## config.mk

```make
export PLATFORM = sky130hd
export DESIGN_NAME = seg7_scan_driver
export DESIGN_NICKNAME = d
export VERILOG_FILES = /design/src/rtl/seg7_pkg.sv /design/src/rtl/seg7_hex_lut.sv /design/src/rtl/seg7_scan_driver.sv
export SDC_FILE = /design/constraint.sdc
export NUM_CORES = 1
export LEC_CHECK = 0
export BUFFER_PORTS_ARGS = -buffer_cell sky130_fd_sc_hd__buf_2
export CAP_MARGIN = 40
export CORE_MARGIN = 2
export CORE_UTILIZATION = 58
export DETAILED_ROUTE_END_ITERATION = 10
export GPL_TIMING_DRIVEN = 0
export PLACE_DENSITY = 0.82
export SLEW_MARGIN = 20
export SYNTH_ARGS = -nofsm -noshare
export SYNTH_HDL_FRONTEND = slang
export SYNTH_SLANG_ARGS = --single-unit
```

## constraint.sdc

```tcl
create_clock -name clk -period 2.7 [get_ports clk]
set_clock_uncertainty 0.2 [all_clocks]
set_input_delay 0.135 -clock clk [delete_from_list [all_inputs] [get_ports clk]]
set_output_delay 0.135 -clock clk [all_outputs]
set_load 0.02 [all_outputs]
```

## src/rtl/seg7_pkg.sv

```systemverilog
// Shared constants and helpers for the multiplexed 7-segment display driver.
package seg7_pkg;

  localparam int unsigned SEG_W = 7;

  // Active-low segment patterns, bit order {g,f,e,d,c,b,a}
  localparam logic [SEG_W-1:0] SEG_0     = 7'h40;
  localparam logic [SEG_W-1:0] SEG_1     = 7'h79;
  localparam logic [SEG_W-1:0] SEG_2     = 7'h24;
  localparam logic [SEG_W-1:0] SEG_3     = 7'h30;
  localparam logic [SEG_W-1:0] SEG_4     = 7'h19;
  localparam logic [SEG_W-1:0] SEG_5     = 7'h12;
  localparam logic [SEG_W-1:0] SEG_6     = 7'h02;
  localparam logic [SEG_W-1:0] SEG_7     = 7'h78;
  localparam logic [SEG_W-1:0] SEG_8     = 7'h00;
  localparam logic [SEG_W-1:0] SEG_9     = 7'h10;
  localparam logic [SEG_W-1:0] SEG_A     = 7'h08;
  localparam logic [SEG_W-1:0] SEG_B     = 7'h03;
  localparam logic [SEG_W-1:0] SEG_C     = 7'h46;
  localparam logic [SEG_W-1:0] SEG_D     = 7'h21;
  localparam logic [SEG_W-1:0] SEG_E     = 7'h06;
  localparam logic [SEG_W-1:0] SEG_F     = 7'h0E;
  localparam logic [SEG_W-1:0] SEG_BLANK = 7'h7F;

  // Counter width for a modulus of v; never returns less than 1 so 1-state counters stay legal
  function automatic int unsigned clog2(input int unsigned v);
    int unsigned r;
    r = 1;
    for (int unsigned i = 1; i < 32; i++) begin
      if (64'(v) > (64'd1 << i)) r = i + 1;
    end
    return r;
  endfunction

endpackage

```

## src/rtl/seg7_hex_lut.sv

```systemverilog
// Combinational hex nibble to active-low 7-segment pattern decoder.
module seg7_hex_lut
  import seg7_pkg::*;
(
  input  logic [3:0]       nib_i,
  output logic [SEG_W-1:0] seg_o_c
);

  // Full 0-F decode
  always_comb begin
    seg_o_c = SEG_BLANK;
    case (nib_i)
      4'h0: seg_o_c = SEG_0;
      4'h1: seg_o_c = SEG_1;
      4'h2: seg_o_c = SEG_2;
      4'h3: seg_o_c = SEG_3;
      4'h4: seg_o_c = SEG_4;
      4'h5: seg_o_c = SEG_5;
      4'h6: seg_o_c = SEG_6;
      4'h7: seg_o_c = SEG_7;
      4'h8: seg_o_c = SEG_8;
      4'h9: seg_o_c = SEG_9;
      4'hA: seg_o_c = SEG_A;
      4'hB: seg_o_c = SEG_B;
      4'hC: seg_o_c = SEG_C;
      4'hD: seg_o_c = SEG_D;
      4'hE: seg_o_c = SEG_E;
      4'hF: seg_o_c = SEG_F;
      default: seg_o_c = SEG_BLANK;
    endcase
  end

endmodule

```

## src/rtl/seg7_scan_driver.sv

```systemverilog
// Time-multiplexed common-anode 7-segment scan driver with dead time,
// blink, leading-zero suppression and frame-aligned (tear-free) updates.
module seg7_scan_driver
  import seg7_pkg::*;
#(
  parameter int unsigned NUM_DIGITS   = 4,
  parameter int unsigned SCAN_DIV     = 50000,
  parameter int unsigned DEAD_CYC     = 16,
  parameter int unsigned BLINK_FRAMES = 64
) (
  input  logic                    clk,
  input  logic                    rst_n,
  input  logic                    load,
  input  logic [4*NUM_DIGITS-1:0] value_in,
  input  logic [NUM_DIGITS-1:0]   dp_in,
  input  logic [NUM_DIGITS-1:0]   digit_on,
  input  logic [NUM_DIGITS-1:0]   blink_en,
  input  logic                    lz_sup,
  output logic [SEG_W-1:0]        seg_out,
  output logic                    dp_out,
  output logic [NUM_DIGITS-1:0]   dig_sel,
  output logic                    frame_tick
);

  localparam int unsigned VAL_W = 4 * NUM_DIGITS;
  localparam int unsigned PRE_W = clog2(SCAN_DIV);
  localparam int unsigned IDX_W = clog2(NUM_DIGITS);
  localparam int unsigned FRM_W = clog2(BLINK_FRAMES);

  logic [PRE_W-1:0]      pre_q, pre_d;
  logic [IDX_W-1:0]      idx_q, idx_d;
  logic [FRM_W-1:0]      frm_q, frm_d;
  logic                  phase_q, phase_d;

  logic [VAL_W-1:0]      act_val_q, act_val_d, pnd_val_q, pnd_val_d;
  logic [NUM_DIGITS-1:0] act_dp_q, act_dp_d, pnd_dp_q, pnd_dp_d;
  logic [NUM_DIGITS-1:0] act_on_q, act_on_d, pnd_on_q, pnd_on_d;
  logic [NUM_DIGITS-1:0] act_blk_q, act_blk_d, pnd_blk_q, pnd_blk_d;
  logic                  pend_valid_q, pend_valid_d;

  logic [SEG_W-1:0]      seg_q, seg_d;
  logic                  dp_q, dp_d;
  logic [NUM_DIGITS-1:0] sel_q, sel_d;
  logic                  tick_q, tick_d;

  logic                  slot_end, frame_end;
  logic [3:0]            nib;
  logic                  cur_on, cur_blk, cur_dp, hi_zero, blank, dead;
  logic [SEG_W-1:0]      lut_seg;

  // Single decoder shared by all digits, fed by the currently scanned nibble
  seg7_hex_lut u_lut (
    .nib_i   (nib),
    .seg_o_c (lut_seg)
  );

  // Scan timing, blink phase and tear-free active/pending set update
  always_comb begin
    slot_end     = (pre_q == PRE_W'(SCAN_DIV - 1));
    frame_end    = slot_end && (idx_q == IDX_W'(NUM_DIGITS - 1));

    pre_d        = slot_end ? '0 : pre_q + PRE_W'(1);
    idx_d        = idx_q;
    frm_d        = frm_q;
    phase_d      = phase_q;
    act_val_d    = act_val_q;
    act_dp_d     = act_dp_q;
    act_on_d     = act_on_q;
    act_blk_d    = act_blk_q;
    pnd_val_d    = pnd_val_q;
    pnd_dp_d     = pnd_dp_q;
    pnd_on_d     = pnd_on_q;
    pnd_blk_d    = pnd_blk_q;
    pend_valid_d = pend_valid_q;

    if (slot_end) idx_d = frame_end ? '0 : idx_q + IDX_W'(1);

    if (frame_end) begin
      if (frm_q == FRM_W'(BLINK_FRAMES - 1)) begin
        frm_d   = '0;
        phase_d = ~phase_q;
      end else begin
        frm_d = frm_q + FRM_W'(1);
      end
    end

    if (load) begin
      pnd_val_d    = value_in;
      pnd_dp_d     = dp_in;
      pnd_on_d     = digit_on;
      pnd_blk_d    = blink_en;
      pend_valid_d = 1'b1;
    end

    // A load landing on the boundary cycle goes straight to the active set
    if (frame_end) begin
      pend_valid_d = 1'b0;
      if (load) begin
        act_val_d = value_in;
        act_dp_d  = dp_in;
        act_on_d  = digit_on;
        act_blk_d = blink_en;
      end else if (pend_valid_q) begin
        act_val_d = pnd_val_q;
        act_dp_d  = pnd_dp_q;
        act_on_d  = pnd_on_q;
        act_blk_d = pnd_blk_q;
      end
    end
  end

  // Digit select, blanking rules and next pin values for the current slot
  always_comb begin
    nib     = 4'h0;
    cur_on  = 1'b0;
    cur_blk = 1'b0;
    cur_dp  = 1'b0;
    hi_zero = 1'b1;
    for (int unsigned k = 0; k < NUM_DIGITS; k++) begin
      if (idx_q == IDX_W'(k)) begin
        nib     = act_val_q[4*k +: 4];
        cur_on  = act_on_q[k];
        cur_blk = act_blk_q[k];
        cur_dp  = act_dp_q[k];
      end
      if ((IDX_W'(k) >= idx_q) && (act_val_q[4*k +: 4] != 4'h0)) hi_zero = 1'b0;
    end

    dead  = (pre_q < PRE_W'(DEAD_CYC));
    blank = !cur_on || (cur_blk && phase_q) || (lz_sup && (idx_q != '0) && hi_zero);

    seg_d  = SEG_BLANK;
    dp_d   = 1'b1;
    sel_d  = '1;
    tick_d = frame_end;
    if (!dead) begin
      sel_d = ~(NUM_DIGITS'(1) << idx_q);
      if (!blank) begin
        seg_d = lut_seg;
        dp_d  = ~cur_dp;
      end
    end
  end

  // Counter and display-set state
  always_ff @(posedge clk or negedge rst_n) begin
    if (!rst_n) begin
      pre_q        <= '0;
      idx_q        <= '0;
      frm_q        <= '0;
      phase_q      <= 1'b0;
      act_val_q    <= '0;
      act_dp_q     <= '0;
      act_on_q     <= '0;
      act_blk_q    <= '0;
      pnd_val_q    <= '0;
      pnd_dp_q     <= '0;
      pnd_on_q     <= '0;
      pnd_blk_q    <= '0;
      pend_valid_q <= 1'b0;
    end else begin
      pre_q        <= pre_d;
      idx_q        <= idx_d;
      frm_q        <= frm_d;
      phase_q      <= phase_d;
      act_val_q    <= act_val_d;
      act_dp_q     <= act_dp_d;
      act_on_q     <= act_on_d;
      act_blk_q    <= act_blk_d;
      pnd_val_q    <= pnd_val_d;
      pnd_dp_q     <= pnd_dp_d;
      pnd_on_q     <= pnd_on_d;
      pnd_blk_q    <= pnd_blk_d;
      pend_valid_q <= pend_valid_d;
    end
  end

  // Output pin registers
  always_ff @(posedge clk or negedge rst_n) begin
    if (!rst_n) begin
      seg_q  <= SEG_BLANK;
      dp_q   <= 1'b1;
      sel_q  <= '1;
      tick_q <= 1'b0;
    end else begin
      seg_q  <= seg_d;
      dp_q   <= dp_d;
      sel_q  <= sel_d;
      tick_q <= tick_d;
    end
  end

  assign seg_out    = seg_q;
  assign dp_out     = dp_q;
  assign dig_sel    = sel_q;
  assign frame_tick = tick_q;

endmodule

```

### After elaboration in Yosys (flattened, before gate mapping)

Memories as Yosys holds them, arrays and structs flattened.
Index checks and enable logic that the tools add are counted.

* register bits after elaboration: 95
* bits in latches: 0
* memory bits (writable): 0
* memory bits (read-only): 112
* bits of input ports: 32
* output and inout bits: 13
* word-level logic and storage cells: 94
* memories kept: 1

Memory list
* (no name shown): depth 16, bits a word 7, rd ports 1, clocked after Yosys merged registers in 0, write ports 0, RTL line seg7_hex_lut.sv:12 `case (nib_i)`

* $add $sub $neg: 3
* multiply operators: 0
* divide/modulo/power cells: 0
* $lt $le $gt $ge: 5
* eq/ne operators: 5
* shifts and indexed selects: 1
* mux-type cells: 38
* bitwise gates (word level): 3
* reductions and logical operators: 21

Operator list (number)
* $mux 16: 3
* $mux 4: 11
* $mux 1: 20
* $add 16x1->16 const B: 1
* $eq 16x16->1 const B: 1
* $lt 16x5->1 const B: 1
* $reduce_bool 4->1: 4
* $mux 7: 2
* $logic_and 1x1->1: 8
* $add 6x1->6 const B: 1
* $eq 6x6->1 const B: 1
* $mux 6: 1
* $reduce_bool 2->1: 3
* $eq 2x2->1 const B: 2
* $ge 1x2->1 const A: 2
* $ge 2x2->1 const A: 2
* $not 4->4: 1
* $reduce_and 2->1: 2
* $shl 1x2->4 const A: 1
* $add 2x1->2 const B: 1
* $eq 2x1->1 const B: 1
* $logic_not 2->1: 1
* $logic_or 1x1->1: 2
* $mux 2: 1
* other kinds (2): 3

### Logic depth before layout (Yosys ltp)

Gate-level depths: netlist (run 1).

* depth after elaboration: 10
* depth in mapped cells: 12
* depth with buffers taken out: 11

### Cells and area by module

Synthesis (run 1) repeated with hierarchy kept, for this count alone.

* cell total of the unflattened synthesis: 346
* area total of the unflattened synthesis: 4415.5 µm²

Modules (own cells, without submodules)
* seg7_scan_driver: times used 1, cells an instance 314, area an instance 4140.2 µm², sequential area each 2392.3 µm²
* seg7_hex_lut: times used 1, cells an instance 32, area an instance 275.3 µm², sequential area each 0.0 µm²

### Worst setup path before layout (run 1)

OpenSTA, ideal clock, no wires.

* kind: register to register
* from: register idx_q[0]
* to: register seg_q[3], in the netlist seg_out[3]
* library setup time: 0.104 ns
* arrival time: 2.191 ns
* data required time: 2.396 ns
* path slack: 0.206 ns
* cell stages (with the launch flop): 12
* path buffers: 1
* clock period less this slack: 2.494 ns
* path through: dfrtp_1 -> ha_1 -> clkbuf_1 -> or2_2 -> a221o_1 -> o221ai_1 -> inv_1 -> ha_1 -> inv_1 -> a21oi_1 -> a211oi_1 -> o21ai_0

* cells in the longest elaborated chain, start to end: 10
* elaborated cells between the ends (all ways): 38
* classes of those cells: order compare: 4; eq/ne: 3; mux: 18; reduce/logical: 12; memory: 1

Ends and longest elaborated chain
* start, declared: RTL line seg7_scan_driver.sv:31 `logic [IDX_W-1:0] idx_q, idx_d;`
* start signal, assigned: RTL line seg7_scan_driver.sv:163 `idx_q <= idx_d;`
* branches (longest 8 deep; another with $mem_v2 16x7)
* $mux 7 *: RTL line seg7_scan_driver.sv:138 `if (!blank) begin`
* $mux 7 *: RTL line seg7_scan_driver.sv:136 `if (!dead) begin`
* via seg_d[3]: RTL line seg7_scan_driver.sv:41 `logic [SEG_W-1:0] seg_q, seg_d;`
* end signal, assigned: RTL line seg7_scan_driver.sv:186 `seg_q <= seg_d;`
* end, declared: RTL line seg7_scan_driver.sv:41

Mark *: on every way through the listed nets, which the timed path passes.
A chain may end at the register's enable or synchronous reset.

### Final worst setup path (run 1)

* from: register idx_q[0]
* to: register seg_q[4], in the netlist seg_out[4]

The elaborated chain is that of the path after synthesis.

==> results of run 1 <==
-- cells in the mapped netlist, types with 2 or more instances --
library cell and number:
mux2i_1 2, a21boi_0 2, a22o_1 2, a211oi_1 3, buf_6 4, nand4_1 7
clkbuf_1 5, mux2_2 38, or3_1 3, buf_12 2, ha_1 13, o31ai_1 2
a221oi_1 2, nor4_1 4, mux2_4 20, nand3b_1 2, nor2_1 18, xor2_1 6
and3_1 3, a21oi_1 6, inv_1 8, nand2b_1 3, dfstp_2 12, dfrtp_1 83
nor2b_1 5, nor3_1 3, a221o_1 4, o221ai_1 5, o21ai_0 11, xnor2_1 10
o211ai_1 3, nand2_1 23, and2_1 3, nand3_1 8
-- registers in the layout, indices dropped and copies added, names as in the netlist --
signal        flops
act_val_q        16
pnd_val_q        16
pre_q            16
seg_out           7
frm_q             6
act_blk_q         4
act_dp_q          4
act_on_q          4
dig_sel           4
pnd_blk_q         4
pnd_dp_q          4
pnd_on_q          4
idx_q             2
dp_out            1
frame_tick        1
pend_valid_q      1
phase_q           1
-- per-layer routing --
layer	global-route usage [%]	wire (um)	up-vias
met2	39.4	4820	94
met1	29.9	3850	1498
met4	9.87	176	0
met3	4.09	361	18
met5	0	0	-
li1	-	-	1384
-- layout make-up --
class	count	area, sq um	area share (%)
Timing Repair Buffer	80	607	11.4
Clock buffer	11	141	2.66
Clock inverter	5	33.8	0.635
Inverter	9	33.8	0.635
Multi-Input combinational cell	222	1880	35.3
Sequential cell	95	2390	44.9
Buffer	11	110	2.07
Tap cell	99	124	2.33
-- through the flow --
step / instances / setup TNS, ns / util, % / hold slack [ns] / total power, uW
after global routing: 532 / -0.175 / 73.4 / 0.153 / 2700
after global placement: 481 / -0.152 / 64.9 / 0.187 / 1730
after CTS: 528 / 0 / 72.3 / 0.140 / 2600
after detailed placement: 482 / -0.591 / 65.3 / -0.196 / 1740
after floorplan: 338 / 0 / - / -0.361 / 1650
final: 532 / 0 / 73.4 / 0.143 / 2600
-- cell families (layout without fill, tap and decap cells) --
family | count (synthesis) | count (layout)
DFF | 95 | 95
and+or+nand+nor | 88 | 88
muxes | 60 | 60
AOI/OAI and AO/OA | 45 | 45
buffers and inverters | 21 | 116
xor gates and xnor gates | 16 | 16
adders and majority gates | 13 | 13
-- path summary, 6_finish.rpt --
check / to / cells after the start / from / slack [ns]
max: seg_out[4]$_DFF_PN1_ / 10 / idx_q[0]$_DFFE_PN0N_ / 0.04
min: dig_sel[3]$_DFF_PN1_ / 2 / rst_n / 0.14
max reg2reg: seg_out[4]$_DFF_PN1_ / 10 / idx_q[0]$_DFFE_PN0N_ / 0.04
min reg2reg: pre_q[0]$_DFF_PN0_ / 1 / pre_q[0]$_DFF_PN0_ / 0.26
max in group asynchronous: pnd_val_q[4]$_DFFE_PN0P_ / 3 / rst_n / 1.08
min in group clk: dp_out$_DFF_PN1_ / 5 / lz_sup / 0.23
-- what timing repair did --
action,CTS,global route
pin swaps,0,2
setup endpoints to repair,27,27
setup buffers,0,4
hold endpoints to repair,149,0
hold buffers,31,0
gates resized for setup,6,14
-- where the power goes --
part	total (uW)	switching [uW]	internal [uW]
registers	1510	28.0	1490
clock network	837	478	359
logic	246	113	133
-- worst reg2reg max path, delay by kind of cell (launching register included) --
| kind | cells | cell delay [ns] |
|---|---|---|
| buffers and inverters | 3 | 0.37 |
| multiplexers | 1 | 0.27 |
| AND/OR/NAND/NOR | 1 | 0.16 |
| flip-flops | 1 | 0.42 |
| AO/OA/AOI/OAI | 3 | 0.72 |
| adder cells (fa/ha/maj) | 2 | 0.45 |
==> impl_results.md, run 1 <==
* Antenna violations before repair at 0
* Commonest non-fill, non-tap cell in the layout: dfrtp_1
* Final instance area at 5320 sq um
* Gr usage total at 23.4%
* Run status: finished, final reports clean
* Syn avg cell area at 12.9 sq um
* Critical Path Max Stage Delay at 0.42 ns
* Max-cap violation count at 0
* Pleak at 0.00237 uW
* Root buffer cell: clkbuf_8
* CP Max Fanout at 7
* CTS tree: done
* Most used DFF post-synth: dfrtp_1
* Mean routed wirelength per cell at 17.3 um
* Main combinational cell family by area after synthesis: multiplexers
* Max Root-Sink Buffers at 2
* FF+latch count, synth at 95
* Peak Freq at 0.376 GHz
* Synth Area in Compound Gates at 7.26%
* Final Cycle Share at 98.6%
* Clk pin slew, worst setup/hold paths at 0.09 ns
* PD cells at 488 nW/um^2
* Via/cell ratio at 5.63
* Global-route wire length before repair at 15.1 mm
* DR vias at 2994
* Commonest non-fill, non-tap cells in the layout: 83 x dfrtp_1, 43 x buf_2, 38 x mux2_2, 31 x dlygate4sd3_1, 23 x nand2_1
* Die Ht at 90.7 um
* DP HPWL at 5.64 mm
* Maximum vdd ir drop at 0.287 mV
* Seq/Total Area, Yosys at 54.9%
* Crit Path Category: flop to flop
* Synth area leader: dfrtp_1
* CTS sink count at 95
* Drt pass-1 iters at 4
* Clock latency on the worst-skew pair at 0.36 ns
* Hold WC Path Type: input port to async pin
* Synthesized-area fraction occupied by adder cells at 3.73%
* EDFF count, synth at 0
* Antenna Cells at 0
* Syn Inst Count at 338
* Cell Chain, Critical Path: inv_2, ha_1, nor2b_1, clkbuf_4, a22o_1, o221ai_4, inv_2, ha_1, mux2_2, o221ai_1
* Synthesized net count at 383
* Die W at 90.7 um
* Xor and xnor area share after synthesis at 3.21%
* H-Tree Depth at 3
* Dominant cells by area after synthesis: dfrtp_1 48%, mux2_2 9.8%, dfstp_2 7.2%
* Iteration-0 DRC Markers at 124
* Cell family with most CP delay: compound AO/OA/AOI/OAI gates
* Synth warn at 0
* Port Buffers at 44
* Vias in the first global route at 3100
* Initial Util at 60.1%
* Worst Max-Slew Pin Slew at 0.659 ns
* Post-Route WL at 9.20 mm
* Ports at 45
* Tmin final at 2.66 ns
* Gpl congestion at 0.849
* Area share of the largest cell type after synthesis at 47.6%
* Setup violators final at 0
* Placed Instance Area at 4740 sq um
* Layout area overhead at 22.1%
* # rows at 31
* CP Launch Type: flop
* Post-route setup slack at 0.0372 ns
* Dpl ws at -0.180 ns
* Crit. End Element: flop
* Fraction of layout cells with a size suffix above 1 at 36.3%
* Fill count at 469
* Largest net degree at the start of global routing at 72
* Num CTS Buffers at 9
* Global route total overflow at 0
* FFs w/ async S/R, synth at 100%
* DRC viols at 0
* Max Slew Vio Count at 0
* Fin. Hold Viols at 0
* CP required at 2.76 ns
* Cell Area, Synth at 4360 sq um
* Mux contribution to synthesized area at 17.2%
* Max_slew headroom at 55.9%
* Slowest CP cell: dfrtp_1
* Core ar. at 7250 sq um
* Routed Antenna Nets at 0
* Area share of and/or/nand/nor cells after synthesis at 10.5%
* Critical path arrival at 2.72 ns
* Final net count at 473
* Crit path buf inv count at 3
* Cell variety after synth at 47
* Die Area at 8230 sq um
Note: power is estimated with default switching activity, not from simulation.
==> run 2: changes to the inputs <==
--- a/config.mk
+++ b/config.mk
@@ -8,10 +8,11 @@
 export BUFFER_PORTS_ARGS = -buffer_cell sky130_fd_sc_hd__buf_2
 export CAP_MARGIN = 40
 export CORE_MARGIN = 2
-export CORE_UTILIZATION = 58
+export CORE_UTILIZATION = 53
 export DETAILED_ROUTE_END_ITERATION = 10
 export GPL_TIMING_DRIVEN = 0
-export PLACE_DENSITY = 0.82
+export PLACE_DENSITY = 0.79
+export SETUP_SLACK_MARGIN = 0.15
 export SLEW_MARGIN = 20
 export SYNTH_ARGS = -nofsm -noshare
 export SYNTH_HDL_FRONTEND = slang
==> constraint.sdc (replaced) <==
create_clock -name clk -period 2.2 [get_ports clk]
set_clock_uncertainty 0.2 [all_clocks]
set_input_delay 0.11 -clock clk [delete_from_list [all_inputs] [get_ports clk]]
set_output_delay 0.11 -clock clk [all_outputs]
set_load 0.02 [all_outputs]
==> run 2 against run 1 <==
Against the previous run: the run now ends with negative setup slack left; via count up 9.2%; combinational power up 38%; hold slack worse by 0.084 ns; sequential share of layout area down 5.6 points; routed wire length up 25%; clock-buffer cell count unchanged; register-to-register slack worse by 0.38 ns; non-clock buffer count up 46; die area up 9.0%; flip-flop and latch count unchanged; design area up 14%; critical endpoint is now act_val_q[5]$_DFFE_PN0P_; largest cell class unchanged.
==> impl_results.md, run 2 (same netlist as run 1, synthesis figures left out) <==
* Run status: finished with violations
* Failing checks: negative setup slack
* Iteration-0 DRC Markers at 178 (+44%)
* R2r worst-path depth at 9 (-1)
* Post-route setup slack at -0.348 ns (-0.385 ns)
* Pleak at 0.00273 uW (+15%)
* Initial Util at 53.9% (-6.2 points)
* H-Tree Depth at 3 (unchanged)
* Reg2Reg Capture Point: act_val_q[5]$_DFFE_PN0P_
* Clock power frac at 32.5% (+0.3 points)
* Peak Freq at 0.393 GHz (+4.5%)
* Gr usage total at 24.5% (+1.1 points)
* Ports at 45 (unchanged)
* Fill count at 463 (-1.3%)
* Critical path arrival at 2.60 ns (-0.12 ns)
* DR vias at 3269 (+9.2%)
* Clk pin slew, worst setup/hold paths at 0.10 ns (about the same)
* Antenna Cells at 0 (unchanged)
* CP Launch Type: flop
* Top flop regs: act_val_q: 16 flops, pnd_val_q: 16 flops, pre_q: 16 flops
* Gpl congestion at 0.866 (+2.1%)
* Num CTS Buffers at 9 (unchanged)
* Tot Pwr at 3270 uW (+26%)
* Layout area overhead at 39.7%
* Switching share of total power at 25.5% (+1.7 points)
* Port Buffers at 44 (unchanged)
* Register Area at 2390 sq um (+0.10%)
* Sequential share of power at 57.1% (-1.2 points)
* Antenna violations before repair at 0 (unchanged)
* Non-filler cells, final at 584 (+9.8%)
* CTS tree: done
* Global route total overflow at 0 (unchanged)
* Drt pass-1 iters at 5 (+1)
* Internal at 2430 uW (+23%)
* Max-cap violation count at 0 (unchanged)
* Die Area at 8970 sq um (+9.0%)
* Routed Antenna Nets at 0 (unchanged)
* Final Cycle Share at 116% (+17 points)
* Placed cells at 488 (+1.2%)
* Met3 GRT Util at 5.83% (+1.7 points)
* Via/cell ratio at 5.60 (-0.54%)
* Commonest non-fill, non-tap cell in the layout: dfrtp_1
* Maximum vdd ir drop at 0.345 mV (+20%)
* Max Root-Sink Buffers at 2 (unchanged)
* CP Max Fanout at 4 (-3)
* Setup_tns at -12.42 ns (-12.42 ns)
* CTS sink count at 95 (unchanged)
* RSZ-0062 raised after global routing: yes
* PD cells at 536 nW/um^2 (+10%)
* Max Slew Vio Count at 0 (unchanged)
* Hold WC Path Type: input port to async pin
* Commonest non-fill, non-tap cells in the layout: 81 x dfrtp_1, 43 x buf_2, 31 x mux2_2, 31 x dlygate4sd3_1, 29 x buf_4
* Crit Path Category: flop to flop
* Worst Max-Slew Pin Slew at 0.505 ns (-0.154 ns)
* Mean routed wirelength per cell at 19.6 um (+14%)
* Die W at 94.7 um (+4.4%)
* Global routing usage on met1 at 29.8% (-0.067 points)
* CP required at 2.26 ns (-0.50 ns)
* Setup violators final at 45 (+45)
* Switching power at 833 uW (+35%)
* Final net count at 519 (+9.7%)
* # rows at 33 (+6.5%)
* GR peak layer: met2
* GRT met2 Usage at 41.8% (+2.4 points)
* Reg-to-Reg Start: pre_q[0]$_DFF_PN0_
* Largest net degree at the start of global routing at 86 (+19%)
* Global-route wire length before repair at 16.5 mm (+8.8%)
* Clock latency on the worst-skew pair at 0.36 ns (about the same)
* Fin. Hold Viols at 0 (unchanged)
* Final instance area at 6090 sq um (+14%)
* DRC viols at 0 (unchanged)
* Fraction of layout cells with a size suffix above 1 at 48.9% (+13 points)
* Post-Route WL at 11.5 mm (+25%)
* DP HPWL at 5.72 mm (+1.5%)
* Crit. End Element: flop
* Min Hold Slack at 0.0594 ns (-0.0839 ns)
* Multi-input gate area at 2130 sq um (+13%)
* Vias in the first global route at 3226 (+4.1%)
* Placed Instance Area at 4890 sq um (+3.2%)
* Root buffer cell: clkbuf_8
* Max_slew headroom at 66.2% (+10 points)
* Tmin final at 2.55 ns (-0.115 ns)
* R2R setup slack at -0.35 ns (-0.38 ns)
* Core ar. at 8090 sq um (+12%)
* Die Ht at 94.7 um (+4.4%)
* Logic pwr share at 10.4% (+0.9 points)
==> run 2: changes by cell type in the layout (fill, tap and decap cells not counted), moves of 4 or more <==
cell,previous run,this run
mux2_4,20,27
o21ai_1,1,5
ha_1,11,4
o21ai_0,10,5
buf_4,3,29
ha_4,0,8
inv_1,6,2
buf_6,5,21
mux2_2,38,31
==> run 2: per-stage QoR <==
step	setup WS, ns	utilization (%)
final	-0.348	75.2
after global routing	-0.388	75.2
after CTS	-0.294	72.7
after detailed placement	-0.388	60.4
after global placement	-0.360	60.0
after floorplan	-0.187	-
==> run 2: cell type report <==
cell class                      count  area share [%]
Buffer                             12            2.40
Clock buffer                       11            2.16
Clock inverter                      5           0.699
Inverter                            9           0.884
Multi-Input combinational cell    222            35.0
Sequential cell                    95            39.3
Tap cell                          105            2.16
Timing Repair Buffer              125            17.4
==> run 2: power by group through the flow <==
stage	logic [uW]	clock network, uW	registers [uW]
2_1_floorplan	151	0	1890
3_3_place_gp	246	0	1890
4_1_cts	325	1060	1860
5_1_grt	366	1160	1870
3_5_place_dp	261	0	1890
6_report	340	1060	1860
==> run 2: worst max-delay path by stage <==
stage | start | to | depth (start not counted) | slack, ns
after floorplan | pre_q[0]$_DFF_PN0_ | act_blk_q[0]$_DFFE_PN0P_ | 8 | -0.19
after global placement | pre_q[0]$_DFF_PN0_ | act_dp_q[2]$_DFFE_PN0P_ | 8 | -0.36
after CTS | pre_q[1]$_DFF_PN0_ | act_val_q[13]$_DFFE_PN0P_ | 9 | -0.29
after detailed placement | idx_q[1]$_DFFE_PN0N_ | seg_out[3]$_DFF_PN1_ | 11 | -0.39
after global routing | pre_q[0]$_DFF_PN0_ | act_blk_q[3]$_DFFE_PN0P_ | 9 | -0.39
final | pre_q[0]$_DFF_PN0_ | act_val_q[5]$_DFFE_PN0P_ | 9 | -0.35
==> run 2: routing by layer <==
metal / vias to the layer above / wire length, um / share of wire, %
li1: 1483 / - / -
met1: 1641 / 4640 / 40
met2: 118 / 6030 / 53
met3: 27 / 518 / 4.5
met4: 0 / 287 / 2.5
met5: - / 0 / 0
==> run 2: repair_timing <==
item / 4_1_cts / 5_1_grt
setup endpoints to repair: 54 / 55
gates resized for setup: 53 / 25
hold buffers: 31 / 0
cloned: 1 / 1
pin swaps: 22 / 19
hold endpoints to repair: 152 / 0
buffers inserted: 35 / 12
==> run 2: critical path, cell delays in order (launching register included) <==
cell and delay, ns:
dfrtp_1 0.41, ha_4 0.18, nand3_4 0.08, or3_4 0.38, or3_4 0.34, buf_6 0.14
nor2_8 0.12, buf_4 0.14, buf_4 0.10, mux2_2 0.34
==> run 3: changes to the inputs <==
--- a/config.mk
+++ b/config.mk
@@ -9,10 +9,12 @@
 export CAP_MARGIN = 40
 export CORE_MARGIN = 2
 export CORE_UTILIZATION = 53
+export CTS_CLUSTER_DIAMETER = 50
 export DETAILED_ROUTE_END_ITERATION = 10
 export GPL_TIMING_DRIVEN = 0
 export PLACE_DENSITY = 0.79
 export SETUP_SLACK_MARGIN = 0.15
+export SKIP_LAST_GASP = 1
 export SLEW_MARGIN = 20
 export SYNTH_ARGS = -nofsm -noshare
 export SYNTH_HDL_FRONTEND = slang
==> run 3 against run 2 <==
Against the previous run: the flow still finishes with violations (negative setup slack); global-route usage decreased by 0.96 points; register-to-register slack about the same; core utilization unchanged; critical path type unchanged.
==> impl_results.md, run 3 (same netlist as run 1, synthesis figures left out) <==
* Gr usage total at 23.6% (-0.96 points)
* CP Launch Type: flop
* Max Root-Sink Buffers at 2 (unchanged)
* Global-route wire length before repair at 16.0 mm (-2.8%)
* Logic pwr share at 10.5% (about the same)
* Internal at 2440 uW (about the same)
* Global route total overflow at 0 (unchanged)
* Via/cell ratio at 5.57 (-0.56%)
* Clock latency on the worst-skew pair at 0.37 ns (about the same)
* Routed Antenna Nets at 0 (unchanged)
* Cell Chain, Critical Path: ha_4, nand3_4, or3_4, or3_4, buf_6, nor2_8, buf_6, clkbuf_16, mux2_4
* Switching share of total power at 25.6% (+0.085 points)
* Failing checks: negative setup slack
* Die Ht at 94.7 um (unchanged)
* Sequential share of power at 56.9% (-0.2 points)
* Max Slew Vio Count at 0 (unchanged)
* Slowest CP cell: dfrtp_1
* # rows at 33 (unchanged)
* Commonest non-fill, non-tap cell in the layout: dfrtp_1
* DP HPWL at 5.72 mm (unchanged)
* Die W at 94.7 um (unchanged)
* Crit path buf inv count at 3 (unchanged)
* Hold WC Path Type: input port to async pin
* Peak Freq at 0.392 GHz (-0.21%)
* Iteration-0 DRC Markers at 218 (+22%)
* DRC viols at 0 (unchanged)
* Mean routed wirelength per cell at 19.2 um (-2.3%)
* Setup violators final at 45 (unchanged)
* Initial Util at 53.9% (unchanged)
* CTS tree: done
* H-Tree Depth at 3 (unchanged)
* Pleak at 0.00270 uW (-0.91%)
* Commonest non-fill, non-tap cells in the layout: 81 x dfrtp_1, 43 x buf_2, 31 x mux2_2, 31 x dlygate4sd3_1
* Cell family with most CP delay: simple AND/OR/NAND/NOR gates
* Clk pin slew, worst setup/hold paths at 0.11 ns (about the same)
* Largest net degree at the start of global routing at 86 (unchanged)
* CTS sink count at 95 (unchanged)
* Die Area at 8970 sq um (unchanged)
* Final Cycle Share at 116% (+0.25 points)
* Max-cap violation count at 0 (unchanged)
* Ports at 45 (unchanged)
* CP required at 2.26 ns (about the same)
* Max_slew headroom at 67.1% (+0.87 points)
* RSZ-0062 raised after global routing: yes
* Critical Path Max Stage Delay at 0.41 ns (about the same)
* Non-filler cells, final at 581 (-0.51%)
* DR vias at 3234 (-1.1%)
* Drt pass-1 iters at 4 (-1)
* Fin. Hold Viols at 0 (unchanged)
* Core ar. at 8090 sq um (unchanged)
* Critical path arrival at 2.61 ns (about the same)
* Placed cells at 488 (unchanged)
* Fraction of layout cells with a size suffix above 1 at 49.6% (+0.73 points)
* Port Buffers at 44 (unchanged)
* Root buffer cell: clkbuf_8
* Clock power frac at 32.6% (about the same)
* Antenna Cells at 0 (unchanged)
* PD cells at 538 nW/um^2 (+0.21%)
* Tot Pwr at 3270 uW (+0.21%)
* Layout area overhead at 39.7% (unchanged)
* Antenna violations before repair at 0 (unchanged)
* Crit Path Category: flop to flop
* Crit. End Element: flop
* Final net count at 516 (-0.58%)
* Setup_tns at -12.65 ns (-0.228 ns)
* Worst Max-Slew Pin Slew at 0.492 ns (-0.0129 ns)
* Maximum vdd ir drop at 0.280 mV (-19%)
* CP Max Fanout at 5 (+1)
* Gpl congestion at 0.866 (unchanged)
* Num CTS Buffers at 9 (unchanged)
* Post-Route WL at 11.2 mm (-2.8%)
* Post-route setup slack at -0.353 ns (-0.00540 ns)
* Tmin final at 2.55 ns (+0.00540 ns)
* Run status: finished with violations
* Post-layout util at 75.2% (unchanged)
* Top flop regs: act_val_q: 16 flops, pnd_val_q: 16 flops, pre_q: 16 flops
* Vias in the first global route at 3219 (-0.22%)
* Switching power at 837 uW (+0.54%)
run 3: final cells by class:
type	instances	area (sq um)
buffer	12	143
clock buffer	11	131
clock inverter	5	42.5
fill	449	2000
inverter	9	56.3
multi-input combinational	222	2170
sequential	95	2390
tap	105	131
timing repair buffer	122	1020
run 3: repair_timing:
item,in CTS,in global routing
endpoints found under the hold margin,152,0
gates cloned,1,1
resized for setup,51,33
hold buffers,31,0
setup endpoints to repair,54,55
buffers inserted,35,9
pin swaps,22,21
run 3: power groups by stage:
stage | clock network [uW] | registers, uW | logic, uW
after floorplan | 0 | 1890 | 151
after global placement | 0 | 1890 | 246
after detailed placement | 0 | 1890 | 261
after CTS | 1060 | 1860 | 325
after global routing | 1160 | 1870 | 373
final | 1070 | 1860 | 344
run 3: path summary, 6_finish.rpt:
kind | startpoint | to | slack (ns) | cells past startpoint
setup / recovery | pre_q[1]$_DFF_PN0_ | act_blk_q[3]$_DFFE_PN0P_ | -0.35 | 9
setup reg to reg | pre_q[1]$_DFF_PN0_ | act_blk_q[3]$_DFFE_PN0P_ | -0.35 | 9
hold reg to reg | pnd_blk_q[0]$_DFFE_PN0P_ | pnd_blk_q[0]$_DFFE_PN0P_ | 0.30 | 1
max in group asynchronous | rst_n | pnd_on_q[2]$_DFFE_PN0P_ | 0.94 | 3
hold / removal | rst_n | dp_out$_DFF_PN1_ | 0.05 | 2
min in group clk | lz_sup | seg_out[1]$_DFF_PN1_ | 0.23 | 5
run 3: layer usage:
metal / vias to the layer above / wire length [um] / part of all wire, % / track usage, %
li1: 1470 / - / - / -
met1: 1630 / 4660 / 42 / 29.8
met2: 107 / 5840 / 52 / 40.3
met3: 27 / 423 / 3.8 / 4.31
met4: 0 / 233 / 2.1 / 8.82
met5: - / 0 / 0 / 0
run 3: per-stage QoR:
step                setup slack (ns)  hold WS [ns]  area (sq um)
floorplan                     -0.187        -0.386          4500
global placement              -0.360         0.168          4860
detailed placement            -0.388        -0.270          4890
CTS                           -0.309        0.0559          5870
global route                  -0.438        0.0533          6090
finish                        -0.353        0.0484          6090
